**src/rtl/serial_frame_rx.sv**
```systemverilog
// serial_frame_rx
//   Serial frame receiver. Hunts for a fixed sync word in a registered
//   serial bit stream, deserialises the following DATA_W-bit word MSB-first,
//   presents it on data_out with a one-cycle data_valid strobe and counts
//   completed frames.
//
//   Optional feature macro: SERIAL_FRAME_PARITY_EN
//     defined   : one even-parity bit follows the data word; parity_err port
//     undefined : frame is sync + data only; no parity_err port
//
// Ports
//   clk        in   single clock, rising edge
//   reset      in   asynchronous, active-high
//   d_in       in   serial bit
//   d_valid    in   d_in is sampled only on edges where this is 1
//   data_out   out  [DATA_W] last complete data word, held until next frame
//   data_valid out  one-cycle pulse when data_out updates
//   sync_found out  one-cycle pulse when the sync word is matched
//   busy       out  high whenever the receiver is not hunting
//   frame_cnt  out  [8] completed frame count, wraps 255 -> 0
//   parity_err out  even-parity error of last frame (macro only)
//
// state   | meaning
// --------+------------------------------------------------------------
// HUNT    | shifting bits into the hunt register looking for the sync word
// COLLECT | shifting DATA_W data bits into the data register
// PARITY  | waiting for the parity bit (macro only)

module serial_frame_rx #(
   parameter int                DATA_W       = 8,
   parameter int                SYNC_W       = 4,
   parameter logic [SYNC_W-1:0] SYNC_PATTERN = 4'b1011
) (
   input  logic              clk,
   input  logic              reset,
   input  logic              d_in,
   input  logic              d_valid,
   output logic [DATA_W-1:0] data_out,
   output logic              data_valid,
   output logic              sync_found,
   output logic              busy,
   output logic [7:0]        frame_cnt
`ifdef SERIAL_FRAME_PARITY_EN
   ,
   output logic              parity_err
`endif
);

   localparam int CNT_W  = $clog2(DATA_W);
   localparam int FILL_W = $clog2(SYNC_W + 1);

   typedef enum logic [1:0] {
      HUNT    = 2'd0,
      COLLECT = 2'd1
`ifdef SERIAL_FRAME_PARITY_EN
      ,
      PARITY  = 2'd2
`endif
   } state_t;

   state_t             state_q,      state_d;
   logic [SYNC_W-1:0]  hunt_sr_q,    hunt_sr_d;
   logic [FILL_W-1:0]  fill_q,       fill_d;
   logic [DATA_W-1:0]  data_sr_q,    data_sr_d;
   logic [CNT_W-1:0]   bit_cnt_q,    bit_cnt_d;
   logic [DATA_W-1:0]  data_out_q,   data_out_d;
   logic               data_valid_q, data_valid_d;
   logic               sync_found_q, sync_found_d;
   logic [7:0]         frame_cnt_q,  frame_cnt_d;
`ifdef SERIAL_FRAME_PARITY_EN
   logic               parity_err_q, parity_err_d;
`endif

   logic [SYNC_W-1:0]  hunt_next;
   logic [DATA_W-1:0]  data_next;
   logic               unused_msbs;

   // The oldest bit of each shift register falls off the end on the next
   // shift and is only ever observed through the shifted value.
   assign hunt_next   = {hunt_sr_q[SYNC_W-2:0], d_in};
   assign data_next   = {data_sr_q[DATA_W-2:0], d_in};
   assign unused_msbs = hunt_sr_q[SYNC_W-1] ^ data_sr_q[DATA_W-1];

   always_comb begin
      state_d      = state_q;
      hunt_sr_d    = hunt_sr_q;
      fill_d       = fill_q;
      data_sr_d    = data_sr_q;
      bit_cnt_d    = bit_cnt_q;
      data_out_d   = data_out_q;
      data_valid_d = 1'b0;
      sync_found_d = 1'b0;
      frame_cnt_d  = frame_cnt_q;
`ifdef SERIAL_FRAME_PARITY_EN
      parity_err_d = parity_err_q;
`endif
      if (d_valid) begin
         case (state_q)
            HUNT: begin
               if ((fill_q >= FILL_W'(SYNC_W - 1)) && (hunt_next == SYNC_PATTERN)) begin
                  // Clear the hunt history on the way out so the next hunt
                  // starts empty and data bits never feed a match.
                  state_d      = COLLECT;
                  hunt_sr_d    = '0;
                  fill_d       = '0;
                  bit_cnt_d    = '0;
                  sync_found_d = 1'b1;
               end else begin
                  hunt_sr_d = hunt_next;
                  if (fill_q != FILL_W'(SYNC_W)) begin
                     fill_d = fill_q + 1'b1;
                  end
               end
            end
            COLLECT: begin
               data_sr_d = data_next;
               bit_cnt_d = bit_cnt_q + 1'b1;
               if (bit_cnt_q == CNT_W'(DATA_W - 1)) begin
                  bit_cnt_d = '0;
`ifdef SERIAL_FRAME_PARITY_EN
                  state_d   = PARITY;
`else
                  state_d      = HUNT;
                  data_out_d   = data_next;
                  data_valid_d = 1'b1;
                  frame_cnt_d  = frame_cnt_q + 8'd1;
`endif
               end
            end
`ifdef SERIAL_FRAME_PARITY_EN
            PARITY: begin
               state_d      = HUNT;
               data_out_d   = data_sr_q;
               data_valid_d = 1'b1;
               parity_err_d = ^{data_sr_q, d_in};
               frame_cnt_d  = frame_cnt_q + 8'd1;
            end
`endif
            default: begin
               state_d = HUNT;
            end
         endcase
      end
   end

   always_ff @(posedge clk or posedge reset) begin
      if (reset) begin
         state_q      <= HUNT;
         hunt_sr_q    <= '0;
         fill_q       <= '0;
         data_sr_q    <= '0;
         bit_cnt_q    <= '0;
         data_out_q   <= '0;
         data_valid_q <= 1'b0;
         sync_found_q <= 1'b0;
         frame_cnt_q  <= '0;
`ifdef SERIAL_FRAME_PARITY_EN
         parity_err_q <= 1'b0;
`endif
      end else begin
         state_q      <= state_d;
         hunt_sr_q    <= hunt_sr_d;
         fill_q       <= fill_d;
         data_sr_q    <= data_sr_d;
         bit_cnt_q    <= bit_cnt_d;
         data_out_q   <= data_out_d;
         data_valid_q <= data_valid_d;
         sync_found_q <= sync_found_d;
         frame_cnt_q  <= frame_cnt_d;
`ifdef SERIAL_FRAME_PARITY_EN
         parity_err_q <= parity_err_d;
`endif
      end
   end

   assign data_out   = data_out_q;
   assign data_valid = data_valid_q;
   assign sync_found = sync_found_q;
   assign busy       = (state_q != HUNT);
   assign frame_cnt  = frame_cnt_q;
`ifdef SERIAL_FRAME_PARITY_EN
   assign parity_err = parity_err_q;
`endif

endmodule

```
**config.mk**
```make
export PLATFORM = sky130hd
export DESIGN_NAME = serial_frame_rx
export DESIGN_NICKNAME = d
export VERILOG_FILES = /design/src/rtl/serial_frame_rx.sv
export SDC_FILE = /design/constraint.sdc
export NUM_CORES = 1
export LEC_CHECK = 0
export ABC_AREA = 1
export BUFFER_PORTS_ARGS = -buffer_cell sky130_fd_sc_hd__buf_2
export CAP_MARGIN = 40
export CELL_PAD_IN_SITES_DETAIL_PLACEMENT = 2
export CELL_PAD_IN_SITES_GLOBAL_PLACEMENT = 2
export CORE_MARGIN = 10
export CORE_UTILIZATION = 34
export CTS_CLUSTER_DIAMETER = 30
export DETAILED_ROUTE_END_ITERATION = 7
export PLACE_DENSITY = 0.88
export SYNTH_ARGS = -nofsm -noshare
export SYNTH_HDL_FRONTEND = slang
export SYNTH_SLANG_ARGS = --single-unit
```
**constraint.sdc**
```tcl
create_clock -name clk -period 1.5 [get_ports clk]
set_input_delay 0.075 -clock clk [delete_from_list [all_inputs] [get_ports clk]]
set_output_delay 0.075 -clock clk [all_outputs]
set_load 0.01 [all_outputs]
```
==> impl_results.md <==
- Result of the run: finished clean
- Fraction of the core area covered by cells at the end of the flow: 43.85%
- Path category of the worst min-delay check: input pin to flop
- Yosys cell types: 16
- Unrepaired setup endpoints after global routing: true
- Upper clock frequency limit: between 0.6 and 0.7 GHz
- Number of diodes added for antenna fixing: 0
- Stage delay of the slowest cell on the critical path: 420 ps
- Setup TNS Final: 0 ps
- Chip Height: between 80 and 90 um
- Area growth syn-to-layout: 24.67%
- Met2 WL post-DR: 2.406 mm
- I/O Buffers: 22
- Final setup vio count: 0
- Arrival time reported for the critical path endpoint: 1640 ps
- Simple-gate share of the synthesized area: a little under a quarter
- Flops & latches, synth: 35
- Path type of the worst setup path: flop to flop
- Post-synthesis compound-gate area fraction: ~5.2%
- Data required time at the worst endpoint: about 1700 ps
- Number of vias in the routed layout: approximately 1300
- Post-CTS clock slew at the launch and capture registers of the worst setup and hold paths: 80 ps
- Peak fanout along the critical path: 5
- Largest net degree at the start of global routing: 36
- Max clock buf depth: 2
- Overall routed net length: approximately 4.4 mm
- DR vias/cell: 4.965
- Synth Warn #: 0
- Initial cell density of the core: 35.17%
- HPWL after DPL: 3.099 mm
- Leakage: 0.001024 uW
- Initial antenna violation count: 0
- Peak ir drop on the vdd network: 0.6804 mV
- CP Launch Type: flop
- Tightest Pin Transition: between 400 and 500 ps
- Fraction of layout cells with a size suffix above 1: 23.65%
- Worst path slowest cell: sky130_fd_sc_hd__dfrtp_1
- Netlist area before placement: 1531 um2
- Clock Tree Root: sky130_fd_sc_hd__clkbuf_8
- Xor-xnor portion of the synthesized cell area: 2.288%
- Post-Place Cells: between 200 and 250
- Number of global-route vias before repair: 1564
- WL/cell: 17.12 um
- Die Width: 87.12 um
- Post-Syn Instances: about 170
- Combinational family with the most area after synthesis: simple AND/OR/NAND/NOR gates
- Power density relative to cell area: ~1800 nW/um2
- Worst-path cell chain: ha_1, ha_1, nor2_1, nand2_2, nand2_2, nand3_1, o21ai_0
- All-Layer GR Usage: 11.99%
- Core Region: 4354 um2
- Sequential element share of the synthesized area: 57.19%
- Worst hold margin: ~57 ps
- Adder-cell share of the synthesized area: 4.902%
- Count of unresolved DRC violations after routing: 0
- Floorplan die area: 7589 um2
- Number of placed I/O pins: 23
- Final clock period utilization by the worst path: 95.63%
- Overflow left after global routing: 0
- Proportion of synthesized area in mux cells: 0%
- Nets@finish: 212
- Wire length of the first global-routing pass: 7.279 mm
- Final std cell area, no fill: 1909 um2
- # Max-Cap Violations: 0
- Area of placed instances: 1717 um2
- Met3 wire length: 212 um
- Uppermost layer routed: met4
- Number of levels in the clock H-tree: 2
- Headroom to the max-slew limit: 69.93%
- Num Clock Sinks: 35
- Detailed Route Iter0 Violations: 40
- CTS tree: built
- Number of nets in the synthesized netlist: 176
- Worst clock skew: 10.71 ps
- RD Place Congestion: between 0.8 and 0.9
- Number of cell rows: 24
- Final min period: 1434 ps
- Avg Synthesized Cell Area: around 9.2 um2
- Non-filler instance count after layout: 255
- Sort of element at the end of the critical path: flop
- Clock latency on the worst-skew pair: a little under 300 ps
- Routed Antenna Nets: 0
- Hold violation total from the final report: 0
- Drt first pass iters: 2
- Pins Over Slew Limit: 0
- Met1 WL: 1.688 mm
- TritonCTS buffer count: 5
[sequential cells by signal, summed over array words and instances (netlist names)]
| name | cells |
|---|---|
| frame_cnt | 8 |
| sync_found | 1 |
| state_q | 1 |
| data_sr_q | 7 |
| fill_q | 3 |
| bit_cnt_q | 3 |
| hunt_sr_q | 3 |
| data_out | 8 |
| data_valid | 1 |
[final timing paths]
kind | from | end | slack, ps | cells after the start
hold reg to reg | data_out[7]$_DFFE_PP0P_ | data_out[7]$_DFFE_PP0P_ | 490 | 2
max in group asynchronous | reset | data_out[2]$_DFFE_PP0P_ | 750 | 4
min in group asynchronous | reset | fill_q[2]$_DFFE_PP0P_ | 430 | 4
setup reg to reg | fill_q[0]$_DFFE_PP0P_ | hunt_sr_q[1]$_DFFE_PP0P_ | 70 | 7
setup / recovery | fill_q[0]$_DFFE_PP0P_ | hunt_sr_q[1]$_DFFE_PP0P_ | 70 | 7
hold / removal | d_in | data_out[0]$_DFFE_PP0P_ | 60 | 3
[what timing repair did]
item,4_1_cts,5_1_grt
setup endpoints to repair,3,19
setup buffers,0,5
pin swaps,0,2
gates resized for setup,0,8
endpoints found under the hold margin,35,0
hold buffers,1,0
gates cloned,0,0
[where the power goes]
group          total, uW  switching [uW]  internal (uW)
Sequential          1520             254           1260
Clock                856             361            495
Combinational       1050             645            404
Total               3420            1260           2160
[kinds of logic after synthesis]
group,Yosys count
simple gates,80
buf+inv,25
flops,35
compound gates,16
fa+ha+maj,6
xor+xnor,4
[routing by layer]
layer / global-route usage (%) / vias up
li1: - / 595
met1: 11.66 / 644
met2: 22.85 / 20
met3: 4.120 / 7
met4: 3.913 / 0
met5: 0 / -
[cell type report]
cell class | count | area (um2)
clock buffer | 5 | 68.82
clock inverter | 3 | 43.79
fill | 472 | 2445
inverter | 23 | 86.33
multi-input combinational | 106 | 585.6
sequential | 35 | 875.8
tap | 52 | 65.06
timing repair buffer | 31 | 183.9
[Yosys cell counts]
master	number	area [um2]
sky130_fd_sc_hd__a21oi_1	2	10.01
sky130_fd_sc_hd__nand4_1	5	31.28
sky130_fd_sc_hd__inv_1	23	86.33
sky130_fd_sc_hd__nand3_1	14	70.07
sky130_fd_sc_hd__nand2_1	52	195.2
sky130_fd_sc_hd__o21ai_0	14	70.07
sky130_fd_sc_hd__nor2_4	3	33.78
sky130_fd_sc_hd__buf_2	1	5.000
sky130_fd_sc_hd__xnor2_1	2	17.52
sky130_fd_sc_hd__ha_1	6	75.07
sky130_fd_sc_hd__xor2_1	2	17.52
sky130_fd_sc_hd__nor2_1	3	11.26
sky130_fd_sc_hd__nand3b_1	2	15.01
sky130_fd_sc_hd__nand3_2	1	10.01
sky130_fd_sc_hd__dfrtp_1	35	875.8
sky130_fd_sc_hd__buf_4	1	7.510
[cells in the final DEF, fill, tap and decap left out, types with 2 or more instances in the layout]
master,n
sky130_fd_sc_hd__xnor2_1,2
sky130_fd_sc_hd__nor2_4,3
sky130_fd_sc_hd__nand3b_1,2
sky130_fd_sc_hd__nand4_1,5
sky130_fd_sc_hd__nor2_1,3
sky130_fd_sc_hd__inv_1,23
sky130_fd_sc_hd__clkbuf_8,5
sky130_fd_sc_hd__nand3_1,12
sky130_fd_sc_hd__dfrtp_1,35
sky130_fd_sc_hd__nand2_2,2
sky130_fd_sc_hd__ha_1,5
sky130_fd_sc_hd__nand3_2,2
sky130_fd_sc_hd__buf_4,7
sky130_fd_sc_hd__nand2_1,50
sky130_fd_sc_hd__buf_2,22
sky130_fd_sc_hd__o21ai_0,14
sky130_fd_sc_hd__xor2_1,2
[metrics by stage]
step,power (uW),worst slack [ps]
2_1_floorplan,2071,172.9
6_report,3422,65.53
4_1_cts,3408,-19.74
3_5_place_dp,2505,22.59
3_3_place_gp,2362,149.1
5_1_grt,3699,-30.63
[worst max-delay path, delay by kind of cell, from the launching register on]
kind,cells,cell delay [ps]
AND/OR/NAND/NOR,4,440
flip-flops,1,420
adder cells (fa/ha/maj),2,400
AO/OA/AOI/OAI,1,90
No activity file was read; power rests on OpenSTA's default activity.
